[src/rtl/pc_redirect_control_pkg.sv]
// pc_redirect_control_pkg: shared widths, reset PC, FSM states and alignment helper
package pc_redirect_control_pkg;
    localparam int XLEN = 32;
    localparam int IALIGN = 4;
    localparam logic [XLEN-1:0] RESET_PC_DEFAULT = '0;
    typedef enum logic [1:0] {
        BOOT = 2'd0,
        RUN = 2'd1,
        SHADOW = 2'd2,
        TRAP = 2'd3
    } pcState_t;
    function automatic logic isAligned(input logic [XLEN-1:0] addr);
        return addr[$clog2(IALIGN)-1:0] == '0;
    endfunction
endpackage

[src/rtl/pc_redirect_control_if.sv]
// pc_redirect_control_if: EX jump decision in, fetch request and trap status out
interface pc_redirect_control_if;
    import pc_redirect_control_pkg::*;
    logic jump;
    logic jumpValid;
    logic [XLEN-1:0] jumpTarget;
    logic stall;
    logic fetchReady;
    logic [XLEN-1:0] pc;
    logic fetchValid;
    logic flush;
    logic redirect;
    logic misalignTrap;
    logic [XLEN-1:0] badTarget;
    modport master (
        output jump, jumpValid, jumpTarget, stall, fetchReady,
        input pc, fetchValid, flush, redirect, misalignTrap, badTarget
    );
    modport slave (
        input jump, jumpValid, jumpTarget, stall, fetchReady,
        output pc, fetchValid, flush, redirect, misalignTrap, badTarget
    );
endinterface

[src/rtl/pc_redirect_control_flush_counter.sv]
// pc_redirect_control_flush_counter: loadable down-counter timing the post-redirect shadow
module pc_redirect_control_flush_counter #(
    parameter int FLUSH_CYCLES = 2
) (
    input logic clk,
    input logic rst,
    input logic load,
    output logic done
);
    localparam int W = $clog2(FLUSH_CYCLES + 1);
    logic [W-1:0] count;
    always_ff @(posedge clk or posedge rst) begin
        if (rst) count <= '0;
        else if (load) count <= W'(FLUSH_CYCLES);
        else if (count != '0) count <= count - W'(1);
    end
    // Last shadow cycle is the one where the count reads 1.
    assign done = count == W'(1);
endmodule

[src/rtl/pc_redirect_control.sv]
// pc_redirect_control: owns the fetch PC, applies EX redirects with a flush shadow,
// and traps stickily on misaligned targets.
module pc_redirect_control
    import pc_redirect_control_pkg::*;
#(
    parameter logic [XLEN-1:0] RESET_PC = RESET_PC_DEFAULT,
    parameter int FLUSH_CYCLES = 2
) (
    input logic clk,
    input logic rst,
    pc_redirect_control_if.slave bus
);
    pcState_t state, nextState;
    logic accept, aligned, shadowDone, take;
    assign accept = state == RUN && bus.jump && bus.jumpValid;
    assign aligned = isAligned(bus.jumpTarget);
    assign take = accept && aligned;
    pc_redirect_control_flush_counter #(.FLUSH_CYCLES(FLUSH_CYCLES)) flushCounter (
        .clk(clk),
        .rst(rst),
        .load(take),
        .done(shadowDone)
    );
    always_comb begin
        nextState = state;
        nextState = state == BOOT ? RUN :
                    accept ? (aligned ? SHADOW : TRAP) :
                    (state == SHADOW && shadowDone) ? RUN : state;
    end
    assign bus.fetchValid = state == RUN || state == SHADOW;
    assign bus.flush = accept || state == TRAP;
    always_ff @(posedge clk or posedge rst) begin
        if (rst) begin
            state <= BOOT;
            bus.pc <= RESET_PC;
            bus.redirect <= 1'b0;
            bus.misalignTrap <= 1'b0;
            bus.badTarget <= '0;
        end else begin
            state <= nextState;
            bus.redirect <= take;
            // A taken jump abandons any pending fetch, stalled or not.
            if (take) bus.pc <= bus.jumpTarget;
            else if (!accept && bus.fetchValid && bus.fetchReady && !bus.stall)
                bus.pc <= bus.pc + XLEN'(IALIGN);
            if (accept && !aligned) begin
                bus.misalignTrap <= 1'b1;
                bus.badTarget <= bus.jumpTarget;
            end
        end
    end
endmodule

[src/flat_wrapper.sv]
// flat-port wrapper written by rule: the top's interface ports become plain ports
module pc_redirect_control_flat import pc_redirect_control_pkg::*;
#(
    parameter logic [XLEN-1:0] RESET_PC = RESET_PC_DEFAULT,
    parameter int FLUSH_CYCLES = 2
)
  (clk, rst, bus_jump, bus_jumpValid, bus_jumpTarget, bus_stall, bus_fetchReady, bus_pc, bus_fetchValid, bus_flush, bus_redirect, bus_misalignTrap, bus_badTarget);
  pc_redirect_control_if bus_i ();
  input logic clk;
  input logic rst;
  input wire logic [$bits(bus_i.jump)-1:0] bus_jump;
  input wire logic [$bits(bus_i.jumpValid)-1:0] bus_jumpValid;
  input wire logic [$bits(bus_i.jumpTarget)-1:0] bus_jumpTarget;
  input wire logic [$bits(bus_i.stall)-1:0] bus_stall;
  input wire logic [$bits(bus_i.fetchReady)-1:0] bus_fetchReady;
  output wire logic [$bits(bus_i.pc)-1:0] bus_pc;
  output wire logic [$bits(bus_i.fetchValid)-1:0] bus_fetchValid;
  output wire logic [$bits(bus_i.flush)-1:0] bus_flush;
  output wire logic [$bits(bus_i.redirect)-1:0] bus_redirect;
  output wire logic [$bits(bus_i.misalignTrap)-1:0] bus_misalignTrap;
  output wire logic [$bits(bus_i.badTarget)-1:0] bus_badTarget;
  assign bus_i.jump = bus_jump;
  assign bus_i.jumpValid = bus_jumpValid;
  assign bus_i.jumpTarget = bus_jumpTarget;
  assign bus_i.stall = bus_stall;
  assign bus_i.fetchReady = bus_fetchReady;
  assign bus_pc = bus_i.pc;
  assign bus_fetchValid = bus_i.fetchValid;
  assign bus_flush = bus_i.flush;
  assign bus_redirect = bus_i.redirect;
  assign bus_misalignTrap = bus_i.misalignTrap;
  assign bus_badTarget = bus_i.badTarget;
  pc_redirect_control #(.RESET_PC(RESET_PC), .FLUSH_CYCLES(FLUSH_CYCLES)) u_core (.clk(clk), .rst(rst), .bus(bus_i));
endmodule
[config.mk]
export PLATFORM = sky130hd
export DESIGN_NAME = pc_redirect_control_flat
export DESIGN_NICKNAME = d
export VERILOG_FILES = /design/src/rtl/pc_redirect_control_pkg.sv /design/src/rtl/pc_redirect_control_if.sv /design/src/rtl/pc_redirect_control_flush_counter.sv /design/src/rtl/pc_redirect_control.sv /design/src/flat_wrapper.sv
export SDC_FILE = /design/constraint.sdc
export NUM_CORES = 1
export LEC_CHECK = 0
export CORE_ASPECT_RATIO = 1.4
export CORE_MARGIN = 3
export CORE_UTILIZATION = 46
export DETAILED_ROUTE_END_ITERATION = 10
export MAX_ROUTING_LAYER = met4
export PLACE_DENSITY = 0.89
export SETUP_SLACK_MARGIN = 0.1
export SLEW_MARGIN = 10
export SYNTH_ARGS = -nofsm -noshare
export SYNTH_HDL_FRONTEND = slang
export SYNTH_HIERARCHICAL = 1
export SYNTH_SLANG_ARGS = --single-unit
[constraint.sdc]
create_clock -name clk -period 3.2 [get_ports clk]
set_clock_uncertainty 0.1 [all_clocks]
set_input_delay 0.8 -clock clk [delete_from_list [all_inputs] [get_ports clk]]
set_output_delay 0.8 -clock clk [all_outputs]
set_load 0.01 [all_outputs]
==> flow_summary_export.csv, run 1 <==
group,metric,value,unit
outcome,outcome,"completed",
timing,period_needed,2976,ps
cts,cts_max_level,3,
route,drc,0,
yosys,synth_area,3347,sq um
critical_path,crit_type,"in2out",
cts,clk_latency,340,ps
critical_path,crit_family,"buffers and inverters",
floorplan,rows,36,
critical_path,worstPathCellList,"clkdlybuf4s50_1 > nand3_1 > nand2b_1 > clkdlybuf4s50_1",
floorplan,start_util,47.63,%
critical_path,cp-end-kind,"output pin",
route,dr.first_iter.drc_count,80,
cts,cts_sinks,70,
cells_and_area,multiInputGateArea,1501,sq um
timing,period_share,92.99,%
floorplan,dieArea,8350,sq um
route,vias_per_cell,5.200,
global_route,grt_usage,21.11,%
critical_path,slowest_stage,"clkdlybuf4s50_1",
critical_path,worstPathArrival,2080,ps
yosys,syn-num-nets,350,
floorplan,core_region_area,7027,sq um
critical_path,crit_buf_inv,2,
hold_path,hp-start,"u_core/bus.misalignTrap",
global_route,grt_use_met1,23.60,%
critical_path,critPathMaxFanout,4,
timing,final_hold_viol_count,0,
global_route,overflow,0,
route,dr.pass1.iters,5,
cells_and_area,layout_common_cells,"clkdlybuf4s50_1 (105), dfrtp_1 (70), nand2_1 (43)",
cells_and_area,drive_gt1_share,14.56,%
timing,setup_violations,0,
pwr,p_clk_share,17.0,%
yosys,synth-edff-count,0,
route,wl_per_cell,16.19,microns
cts,post-cts-setup-buffers,0,
pwr,p_sw_share,33.34,%
cells_and_area,fin_util,66.86,%
pwr,combPwrFrac,43.4,%
timing,relSlewSlack,30.54,%
yosys,synthCells,305,
critical_path,cp_slowest_stage_delay,540,ps
cts,numCtsBuffers,9,
cts,cts.clk_slew.worst_paths,70,ps
route,routed_wl,8320,microns
cells_and_area,fin_nets,459,
cells_and_area,diodes,0,
critical_path,crit_required,2300,ps
run,maxCapViolCount,0,
timing,worstMarginPinSlew,1038,ps
critical_path,cp_common_cell,"clkdlybuf4s50_1",
timing,tns,0,ps
placed_design,dp_hpwl,6203,microns
pwr,p_leak,1.904,nW
route,num_vias,2673,
global_route,grt_pass1_vias,2821,
cells_and_area,regArea,1752,sq um
critical_path,startpoint_type,"input port",
floorplan,die_y,106.9,microns
global_route,antenna_found_initial,0,
global_route,use_met3,4.958,%
global_route,grt_busiest_layer,"met2",
global_route,grt_util_met2,37.01,%
cts,cts_resized,0,
yosys,ys_seq_elements,70,
yosys,syn_area_per_cell,10.97,sq um
cells_and_area,syn2layout_area_growth,40.37,%
cells_and_area,num-fill-cells,578,
floorplan,die_width,78.09,microns
cts,hold_buffers,0,
pwr,switchingPower,0.001394,W
pwr,seqPwrFrac,39.6,%
global_route,grt_pass1_wl,13410,microns
hold_path,min_path_type,"reg2reg",
yosys,ys_warn_count,6,
yosys,ys_seq_area_share,52.34,%
yosys,synthArstFlopShare,100.0,%
route,ant_nets,0,
critical_path,crit_start,"bus_jumpValid",
pwr,p_int,0.002786,W
pwr,ir_worst_vdd,0.6067,mV
yosys,synth_ff_type,"dfrtp_1",
floorplan,io_pins,106,
critical_path,r2r-start,"u_core/state[0]",
cts,tritoncts,"yes",
cts,cts_buffer_depth,2,
global_route,grt_max_degree,38,
cells_and_area,layout_commonest_cell,"clkdlybuf4s50_1",
yosys,ys_types,34,
pwr,power_density,889.6,nW/um^2
cts,cts_root_buf,"clkbuf_8",
timing,rsz0062_at_grt,"no",
placed_design,place.gp.congestion,0.8389,
timing,drv_slew,0,
timing,fmax,0.3360,GHz
placed_design,io_buffers,105,
## routing by layer
| layer | vias up | wire length, microns |
|---|---|---|
| met2 | 82 | 4447 |
| met5 | - | 0 |
| met3 | 10 | 429 |
| li1 | 1270 | - |
| met4 | 0 | 111 |
| met1 | 1311 | 3331 |
## layout make-up
| type | count | area share (%) |
|---|---|---|
| clock inverter | 4 | 0.9587 |
| sequential | 70 | 37.28 |
| timing repair buffer | 110 | 23.17 |
| tap | 95 | 2.530 |
| inverter | 10 | 0.7989 |
| clock buffer | 12 | 3.302 |
| multi-input combinational | 213 | 31.96 |
## power groups by stage
stage	registers, W	logic [W]	clock network (W)
floorplan	0.00179	0.000632	0
global placement	0.00164	0.00177	0
detailed placement	0.00167	0.00182	0
CTS	0.00165	0.00184	0.000730
global route	0.00172	0.00195	0.000768
finish	0.00165	0.00181	0.000711
## metrics by stage
step | cells | power (W) | worst slack [ps] | hold slack [ps] | instance area (sq um)
floorplan | 305 | 0.002424 | 588.5 | 404.1 | 3347
detailed placement | 498 | 0.003493 | 251.2 | 351.6 | 4498
global route | 514 | 0.004438 | 172.1 | 399.1 | 4698
global placement | 498 | 0.003408 | 295.1 | 349.2 | 4498
finish | 514 | 0.004180 | 224.2 | 368.7 | 4698
CTS | 514 | 0.004220 | 249.2 | 372.9 | 4698
## path summary, 6_finish.rpt
path,to,slack (ps),cells past startpoint
max in group asynchronous,u_core/bus.pc[31],1660,3
worst max-delay path,bus_flush,220,4
worst min register to register,u_core/bus.misalignTrap,370,1
worst max register to register,u_core/bus.pc[31],830,7
min in group asynchronous,u_core/flushCounter/count[0],580,2
worst min-delay path,u_core/bus.misalignTrap,370,1
## sequential cells by signal (all words and copies together) (netlist names)
signal and cells:
u_core/bus.redirect 1, u_core/bus.pc 32, u_core/flushCounter/count 2, u_core/bus.misalignTrap 1, u_core/state 2, u_core/bus.badTarget 32
## cell families (layout without fill, tap and decap cells)
kind of cell	count (synthesis)	count (layout)	synth area share, %
adders and majority gates	7	7	2.617
xor gates and xnor gates	30	30	7.850
AOI/OAI and AO/OA	34	34	5.159
buffers and inverters	22	136	3.140
and+or+nand+nor	111	111	18.50
muxes	31	31	10.39
DFF	70	70	52.34
## synthesized netlist by cell type (2+ instances only)
master | instances | area, sq um
buf_6 | 3 | 33.78
dfrtp_1 | 70 | 1752
clkbuf_1 | 9 | 33.78
nand3_1 | 10 | 50.05
a21oi_1 | 6 | 30.03
nor3_1 | 7 | 35.03
nand2b_1 | 4 | 25.02
xor2_1 | 8 | 70.07
nor2_1 | 13 | 48.80
o21ai_1 | 5 | 25.02
and3_1 | 2 | 12.51
nor3_2 | 3 | 30.03
or3_1 | 2 | 12.51
inv_1 | 9 | 33.78
o21ai_0 | 22 | 110.1
mux2_2 | 30 | 337.8
and2_1 | 3 | 18.77
nand2_1 | 43 | 161.4
nor4_1 | 2 | 12.51
nand4_1 | 9 | 56.30
nor4_4 | 2 | 42.54
xnor2_1 | 22 | 192.7
ha_1 | 7 | 87.58
and4_1 | 4 | 35.03
No activity file was read; power rests on OpenSTA's default activity.
==> inputs of run 2 (changes only) <==
--- a/config.mk
+++ b/config.mk
@@ -5,12 +5,13 @@
 export SDC_FILE = /design/constraint.sdc
 export NUM_CORES = 1
 export LEC_CHECK = 0
+export ABC_AREA = 1
 export CORE_ASPECT_RATIO = 1.4
 export CORE_MARGIN = 3
-export CORE_UTILIZATION = 46
+export CORE_UTILIZATION = 49
 export DETAILED_ROUTE_END_ITERATION = 10
 export MAX_ROUTING_LAYER = met4
-export PLACE_DENSITY = 0.89
+export PLACE_DENSITY = 0.91
 export SETUP_SLACK_MARGIN = 0.1
 export SLEW_MARGIN = 10
 export SYNTH_ARGS = -nofsm -noshare
==> run 2 against run 1 <==
Compared with the run above:
- die area up 11%
- fmax down 1.1%
- combinational power down 96%
- via count up 47%
- worst setup slack worse by 33 ps
- hold slack worse by 2.9 ps
- critical path depth up 1
- sequential share of layout area down 4.2 points
- critical path type unchanged
- non-clock buffer count up 6
==> flow_summary_export.csv, run 2 <==
group,metric,value,unit
outcome,outcome,"completed",
yosys,syn_area_per_cell,7.130,sq um
yosys,synth-edff-count,0,
yosys,synth_top_area_share,44.03,%
global_route,overflow,0,
yosys,synth_area,3979,sq um
cells_and_area,diodes,0,
global_route,grt_pass1_vias,3992,
route,dr.pass1.iters,5,
yosys,syn-num-nets,603,
cells_and_area,layout_common_cells,"nand2_1 (230), clkdlybuf4s50_1 (105), dfrtp_1 (70)",
route,wl_per_cell,14.29,microns
cts,tritoncts,"yes",
placed_design,pre_cts_ws,186.7,ps
critical_path,cp_slowest_stage_delay,480,ps
placed_design,dp_hpwl,8343,microns
global_route,antenna_found_initial,0,
global_route,grt_usage,26.24,%
cells_and_area,top_regs,"u_core/bus.badTarget x32, u_core/bus.pc x32",
critical_path,cp-end-kind,"output pin",
critical_path,cp_common_cell,"clkdlybuf4s50_1",
cts,clk_latency,350,ps
route,vias_per_cell,5.105,
timing,period_needed,3008,ps
yosys,ys_seq_area_share,44.03,%
cts,numCtsBuffers,9,
cts,cts_max_level,3,
global_route,grt_pass1_wl,18540,microns
timing,worstMarginPinSlew,490.8,ps
route,num_vias,3936,
route,routed_wl,11020,microns
floorplan,start_util,50.72,%
cts,hold_buffers,0,
critical_path,slowest_stage,"clkdlybuf4s50_1",
critical_path,critPathMaxFanout,3,
yosys,yosysMostFrequentCell,"nand2_1",
critical_path,startpoint_type,"input port",
timing,tns,0,ps
yosys,synth_top_area_cell,"dfrtp_1",
timing,drv_slew,0,
cells_and_area,layout_commonest_cell,"nand2_1",
yosys,synth.area.top_cells,"dfrtp_1 (44%), nand2_1 (22%), nor2_1 (6.4%)",
hold_path,min_path_type,"reg2reg",
pwr,ir_worst_vdd,0.2921,mV
placed_design,place.gp.congestion,0.9037,
pwr,p_total,0.001573,W
timing,rsz0062_at_grt,"no",
run,maxCapViolCount,0,
timing,fmax,0.3324,GHz
timing,setup_violations,0,
floorplan,dieArea,9252,sq um
route,dr.first_iter.drc_count,302,
cts,post-cts-setup-buffers,0,
yosys,ys_warn_count,6,
cts,cts_resized,0,
cells_and_area,syn2layout_area_growth,33.02,%
cells_and_area,num-fill-cells,672,
critical_path,crit_required,2300,ps
floorplan,core_region_area,7845,sq um
floorplan,die_width,82.16,microns
timing,layout_setup_ws,191.6,ps
floorplan,rows,38,
yosys,synth_common_cells,"nand2_1 (230), dfrtp_1 (70), nor2_1 (68), inv_1 (51), nand3_1 (36)",
cells_and_area,fin_nets,712,
floorplan,io_pins,106,
yosys,synthCells,558,
yosys,synthArstFlopShare,100.0,%
critical_path,crit_type,"in2out",
floorplan,die_y,112.6,microns
cts,cts_buffer_depth,2,
critical_path,worstPathArrival,2110,ps
yosys,ys_seq_elements,70,
cts,cts_sinks,70,
cts,cts.clk_slew.worst_paths,70,ps
route,ant_nets,0,
pwr,p_leak,2.669,nW
timing,relSlewSlack,67.23,%
placed_design,io_buffers,105,
cells_and_area,drive_gt1_share,7.750,%
cts,cts_root_buf,"clkbuf_8",
yosys,ys_types,30,
pwr,power_density,297.2,nW/um^2
timing,final_hold_viol_count,0,
global_route,grt_max_degree,35,
critical_path,worstPathCellList,"clkdlybuf4s50_1 > nand3_2 > inv_2 > or2_2 > clkdlybuf4s50_1",
yosys,synth_ff_type,"dfrtp_1",
route,drc,0,
timing,period_share,94.01,%
-- run 2: changes by cell type in the layout (fill, tap and decap cells not counted), sizes merged, moves of 9 or more --
cell	change
nand2	+197
nor3	-11
nand4	-9
nand3	+27
inv	+44
nor2	+66
mux2	-30
xnor2	-20
-- run 2: critical path: cells and delay by family --
| kind | cells | cell delay (ps) |
|---|---|---|
| buf+inv | 3 | 940 |
| simple gates | 2 | 370 |
-- run 2: final cells by class --
class,instances,area [sq um],area share (%)
multi-input combinational,416,1908,36.05
tap,100,125.1,2.364
timing repair buffer,116,1146,21.65
inverter,54,205.2,3.877
clock inverter,4,25.02,0.4728
sequential,70,1752,33.10
clock buffer,11,131.4,2.482
-- run 2: cell families (layout without fill, tap and decap cells) --
kind of cell,count (synthesis),after routing,synth area share [%]
simple gates,360,360,38.33
fa+ha+maj,7,7,2.201
buf+inv,72,185,8.081
compound gates,44,44,6.258
flops,70,70,44.03
xor+xnor,5,5,1.101
-- run 2: worst paths after layout --
path                                    startpoint                            to  slack, ps  cells past startpoint
min                        u_core/bus.misalignTrap       u_core/bus.misalignTrap        370                      1
min reg2reg                u_core/bus.misalignTrap       u_core/bus.misalignTrap        370                      1
max reg2reg                        u_core/state[0]             u_core/bus.pc[10]       1150                      8
max                                  bus_jumpValid                     bus_flush        190                      5
max in group asynchronous                      rst      u_core/bus.badTarget[29]       1660                      3
min in group asynchronous                      rst  u_core/flushCounter/count[0]        550                      2
-- run 2: power breakdown --
group / internal (W) / switching, W / total, W / leakage (nW)
logic: 0.0000439 / 0.0000341 / 0.0000780 / 1.67
registers: 0.000884 / 0 / 0.000884 / 0.926
clock network: 0.000275 / 0.000336 / 0.000611 / 0.0752
-- run 2: through the flow --
| step | area [sq um] | std cells | utilization [%] | hold slack [ps] |
|---|---|---|---|---|
| floorplan | 3979 | 558 | - | 362.0 |
| global placement | 5136 | 756 | 65.47 | 354.9 |
| detailed placement | 5136 | 756 | 65.47 | 357.0 |
| CTS | 5293 | 771 | 67.46 | 374.2 |
| global route | 5293 | 771 | 67.46 | 390.4 |
| finish | 5293 | 771 | 67.46 | 365.8 |
-- run 2: routing by layer --
metal | wire length (microns) | track usage, %
met3 | 587 | 4.494
met5 | 0 | -
met4 | 125 | 8.537
met2 | 5829 | 43.60
met1 | 4473 | 31.93
